===== config.mk =====
export PLATFORM = sky130hd
export DESIGN_NAME = one_hot_encoder_pipe
export DESIGN_NICKNAME = d
export VERILOG_FILES = /design/src/rtl/one_hot_encoder_pipe.sv
export SDC_FILE = /design/constraint.sdc
export NUM_CORES = 1
export LEC_CHECK = 0
export BUFFER_PORTS_ARGS = -buffer_cell sky130_fd_sc_hd__clkbuf_2
export CORE_UTILIZATION = 50
export CTS_BUF_LIST = sky130_fd_sc_hd__clkbuf_4 sky130_fd_sc_hd__clkbuf_8 sky130_fd_sc_hd__clkbuf_16
export CTS_CLUSTER_SIZE = 16
export DETAILED_ROUTE_END_ITERATION = 8
export PLACE_DENSITY_LB_ADDON = 0.12
export SLEW_MARGIN = 15
export SYNTH_ARGS = -nofsm -noshare
export SYNTH_HDL_FRONTEND = slang
export SYNTH_SLANG_ARGS = --single-unit

===== constraint.sdc =====
create_clock -name clk -period 1.95 [get_ports clk]
set_clock_uncertainty 0.05 [all_clocks]
set_input_delay 0.2925 -clock clk [delete_from_list [all_inputs] [get_ports clk]]
set_output_delay 0.2925 -clock clk [all_outputs]
set_load 0.005 [all_outputs]

===== src/rtl/one_hot_encoder_pipe.sv =====
// One-hot to binary index encoder, two registered stages with valid/ready
// on both sides. Illegal codes (no bit or several bits set) are flagged on
// the result and counted, saturating, as they are delivered downstream.
module one_hot_encoder_pipe #(
    parameter int WIDTH_OUTPUT    = 2,
    parameter int WIDTH_INPUT     = 2**WIDTH_OUTPUT,
    parameter int ERR_COUNT_WIDTH = 8
) (
    input  logic                       clk,
    input  logic                       reset,
    input  logic                       in_valid,
    output logic                       in_ready,
    input  logic [WIDTH_INPUT-1:0]     array_in,
    output logic                       out_valid,
    input  logic                       out_ready,
    output logic [WIDTH_OUTPUT-1:0]    array_out,
    output logic                       out_error,
    output logic [ERR_COUNT_WIDTH-1:0] error_count
);

    // vld_pipe_q[1] = S1 occupied, vld_pipe_q[2] = S2 occupied (out_valid)
    logic [2:1]                 vld_pipe_d, vld_pipe_q;
    logic [WIDTH_INPUT-1:0]     s1_data_d, s1_data_q;
    logic                       s1_zero_d, s1_zero_q;
    logic                       s1_multi_d, s1_multi_q;
    logic [WIDTH_OUTPUT-1:0]    idx_d, idx_q;
    logic                       err_d, err_q;
    logic [ERR_COUNT_WIDTH-1:0] cnt_d, cnt_q;
    logic                       adv1, adv2;
    logic [WIDTH_OUTPUT-1:0]    low_idx;

    // Stage advance: S2 moves when empty or drained; S1 moves when empty or S2 moves
    always_comb begin
        adv2 = !vld_pipe_q[2] || out_ready;
        adv1 = !vld_pipe_q[1] || adv2;
    end

    // Lowest set bit of the S1 vector; scanning downward lets the lowest win
    always_comb begin
        low_idx = '0;
        for (int i = WIDTH_INPUT - 1; i >= 0; i--) begin
            if (s1_data_q[i]) low_idx = WIDTH_OUTPUT'(i);
        end
    end

    // Next-state for both stages and the saturating error counter
    always_comb begin
        vld_pipe_d = vld_pipe_q;
        s1_data_d  = s1_data_q;
        s1_zero_d  = s1_zero_q;
        s1_multi_d = s1_multi_q;
        idx_d      = idx_q;
        err_d      = err_q;
        cnt_d      = cnt_q;

        // S1 only samples array_in on an actual accept
        if (adv1) begin
            vld_pipe_d[1] = in_valid;
            if (in_valid) begin
                s1_data_d  = array_in;
                s1_zero_d  = (array_in == '0);
                // clearing the lowest set bit leaves something iff >1 bit set
                s1_multi_d = ((array_in & (array_in - WIDTH_INPUT'(1))) != '0);
            end
        end

        // S2 holds its result while stalled
        if (adv2) begin
            vld_pipe_d[2] = vld_pipe_q[1];
            if (vld_pipe_q[1]) begin
                idx_d = low_idx;
                err_d = s1_zero_q | s1_multi_q;
            end
        end

        // Count errored results as they leave, stick at all-ones
        if (vld_pipe_q[2] && out_ready && err_q && (cnt_q != '1)) begin
            cnt_d = cnt_q + ERR_COUNT_WIDTH'(1);
        end
    end

    // Pipeline registers; reset drops anything in flight
    always_ff @(posedge clk) begin
        if (reset) begin
            vld_pipe_q <= '0;
            s1_data_q  <= '0;
            s1_zero_q  <= 1'b0;
            s1_multi_q <= 1'b0;
            idx_q      <= '0;
            err_q      <= 1'b0;
            cnt_q      <= '0;
        end else begin
            vld_pipe_q <= vld_pipe_d;
            s1_data_q  <= s1_data_d;
            s1_zero_q  <= s1_zero_d;
            s1_multi_q <= s1_multi_d;
            idx_q      <= idx_d;
            err_q      <= err_d;
            cnt_q      <= cnt_d;
        end
    end

    assign in_ready    = adv1;
    assign out_valid   = vld_pipe_q[2];
    assign array_out   = idx_q;
    assign out_error   = err_q;
    assign error_count = cnt_q;

endmodule

==> flow_summary.ini <==
[synthesis]
ys_ff_latch = 19
yosys.area.top_type = dfxtp_1
ys_types = 27
ys_warn_count = 0
synth_area_sq_um = 834.6
synth_cells = 99
avgSynthCellArea_sq_um = 8.430
yosysMostFrequentCell = dfxtp_1
async_reset_ff_share_pct = 0
synth.area.top_cells = dfxtp_1 (46%), a21oi_1 (7.8%), nand2_1 (5.4%), nand3_1 (4.2%), nor3_1 (4.2%)
ys_top_cells_by_count = dfxtp_1 (19), a21oi_1 (13), nand2_1 (12), nor2_1 (8)
ys_seq_area_share_pct = 45.58
synth_fp_nets = 108
synth_edf_count = 0
yosysTopAreaCellShare_pct = 45.58
synth_ff_type = dfxtp_1

[finish]
multi_input_area_sq_um = 431.7
fillers = 155
syn_to_final_growth_pct = 17.09
ff_latch_area_sq_um = 380.4
diodes = 0
nNetsFinal = 131
drive_gt1_share_pct = 22.31
fin_area_sq_um = 977.2

[power_and_ir_drop]
peakVddDrop_mv = 0.5501
power.density_nw_per_um2 = 689.3
p_leak_nw = 0.4042
p_total_uw = 673.5

[clock_network]
cts.path.max_buffers = 2
cts_setup_buffers = 0
cts_tree = built
cts_root_buf = clkbuf_4
cts.clk_slew.worst_paths_ps = 110
cts-hold-fix-buffers = 0
cts_sinks = 19
cts_resized = 0
h-tree-depth = 1
clk_latency_ps = 290
numCtsBuffers = 3

[global_routing]
grt_pass1_vias = 671
grt_usage_pct = 19.91
overflow = 0
grt_pass1_wl_mm = 2.766
grt_max_degree = 20
antenna_found_initial = 0

[worst_setup_path]
path_cells = ha_1 -> nand3_1 -> o21ai_0 -> mux2i_1 -> nor2_1
crit_end = error_count[1]$_SDFFE_PP0P_
critical_path_class = reg2reg
crit_slowest_cell = dfxtp_1
worst-path-stages = 5
r2r_slack_ps = 390
worstPathArrival_ps = 1690
cpPeakStageDelay_ps = 440
cp.required_ps = 2080
worstSetupStartpointType = flop
cp_top_family = flip-flops
cp_max_fo = 4
crit_path_start = error_count[0]$_SDFFE_PP0P_
crit_buf_inv = 0
end_kind = flop
r2r_start = error_count[0]$_SDFFE_PP0P_
r2r-end = error_count[1]$_SDFFE_PP0P_
rr_worst_depth = 5

[timing]
setup_violations = 0
hold_viol_final = 0
fmax_ghz = 0.6410
slew_headroom_pct = 75.80
finalSetupTns_ps = 0
min_period_ps = 1560
rsz0062_at_grt = false
slew_viol_final = 0
finalCritPeriodShare_pct = 80.01
worstMarginPinSlew_ps = 359.1

[route]
firstDrtPassIters = 4
antenna_left = 0
vias = 788
drc = 0
first_iter_violations = 10
wl_mm = 1.612
wl_per_cell_microns = 11.77
via_per_inst = 5.752

[placed_design]
gp_congestion = 0.7623
place_area_sq_um = 947.2
dpl.hpwl_mm = 1.186
port_buffers = 20

[floorplanning]
die_width_microns = 42.86
rows = 14
coreArea_sq_um = 1524
ioPinCount = 21
die_h_microns = 42.86
initial_utilization_pct = 54.76
die-area_sq_um = 1837

[run]
maxCapViolCount = 0

[min_path]
hold_path.class = in2reg

[run_status]
status = complete, no violations
## sequential cells by signal, summed over array words and instances, names as in the netlist
name and flops:
array_out 2, vld_pipe_q 2, s1_data_q 4, error_count 8, s1_zero_q 1, s1_multi_q 1, out_error 1
## worst min-delay path: stages
cell and delay, ps:
clkbuf_2 90, nand3_1 60, a21oi_1 50
## power by group
group          leakage [nW]  total [mW]  internal, mW  switching [mW]
clock                0.0184       0.213        0.0935           0.120
combinational         0.231      0.0503        0.0222          0.0281
sequential            0.155       0.410         0.400          0.0103
total                 0.404       0.674         0.516           0.158
## placed cells by master (no fill, tap or decap), drive strengths merged
| cell | netlist | layout |
|---|---|---|
| ha | 1 | 1 |
| nand2 | 12 | 12 |
| nand3 | 7 | 7 |
| o31ai | 1 | 1 |
| inv | 4 | 4 |
| and3 | 1 | 1 |
| or4 | 2 | 2 |
| o21ai | 4 | 4 |
| clkbuf | 1 | 24 |
| maj3 | 1 | 1 |
| mux2i | 2 | 2 |
| nor2b | 2 | 2 |
| o221ai | 1 | 1 |
| a21oi | 13 | 13 |
| nor3 | 7 | 7 |
| nand4 | 3 | 3 |
| o2111ai | 1 | 1 |
| a2bb2oi | 1 | 1 |
| xor2 | 1 | 1 |
| nor2 | 8 | 8 |
| or3 | 4 | 4 |
| nand3b | 1 | 1 |
| dfxtp | 19 | 19 |
| o21a | 1 | 1 |
## kinds of logic (layout without fill, tap and decap cells)
family,count (synthesis),count (layout),share of synthesized area [%]
AOI/OAI and AO/OA,22,22,15.14
xor gates and xnor gates,1,1,1.050
adders and majority gates,2,2,2.698
buffers and inverters,6,28,2.697
DFF,19,19,45.58
muxes,2,2,2.399
and+or+nand+nor,47,47,30.43
## how the worst min path moves through the flow
| stage | startpoint | endpoint | slack, ps | depth (start not counted) |
|---|---|---|---|---|
| floorplan | in_valid | vld_pipe_q[1]$_SDFFE_PP0P_ | 370 | 2 |
| global placement | array_out[1]$_SDFFE_PP0P_ | array_out[1]$_SDFFE_PP0P_ | 390 | 2 |
| detailed placement | s1_zero_q$_SDFFE_PP0P_ | s1_zero_q$_SDFFE_PP0P_ | 400 | 2 |
| CTS | array_in[3] | s1_data_q[3]$_SDFFE_PP0P_ | 200 | 3 |
| global route | array_in[3] | s1_data_q[3]$_SDFFE_PP0P_ | 210 | 3 |
| finish | array_in[3] | s1_data_q[3]$_SDFFE_PP0P_ | 200 | 3 |
## layout make-up
type	instances	area share (%)
flip-flops and latches	19	38.92
multi-input cells	74	44.17
clock buffers	4	3.073
repair buffers	20	10.24
well taps	16	2.049
inverters	4	1.536
## metal layers
metal	GRT usage, %	wire length [microns]	up-vias
li1	-	-	407
met1	26.93	844	360
met2	30.30	678	17
met3	3.830	61	4
met4	9.375	28	0
met5	0	0	-
## per-stage QoR
stage               std cells  setup slack (ps)  hold WS [ps]  utilization (%)
finish                    137             389.9         197.9            64.12
CTS                       137             380.3         199.4            64.12
detailed placement        133             404.2         397.9            62.15
floorplan                  99             493.4         372.0                -
global placement          133             464.5         392.6            62.15
global route              137             258.3         211.4            64.12
No activity file was read; power rests on OpenSTA's default activity.
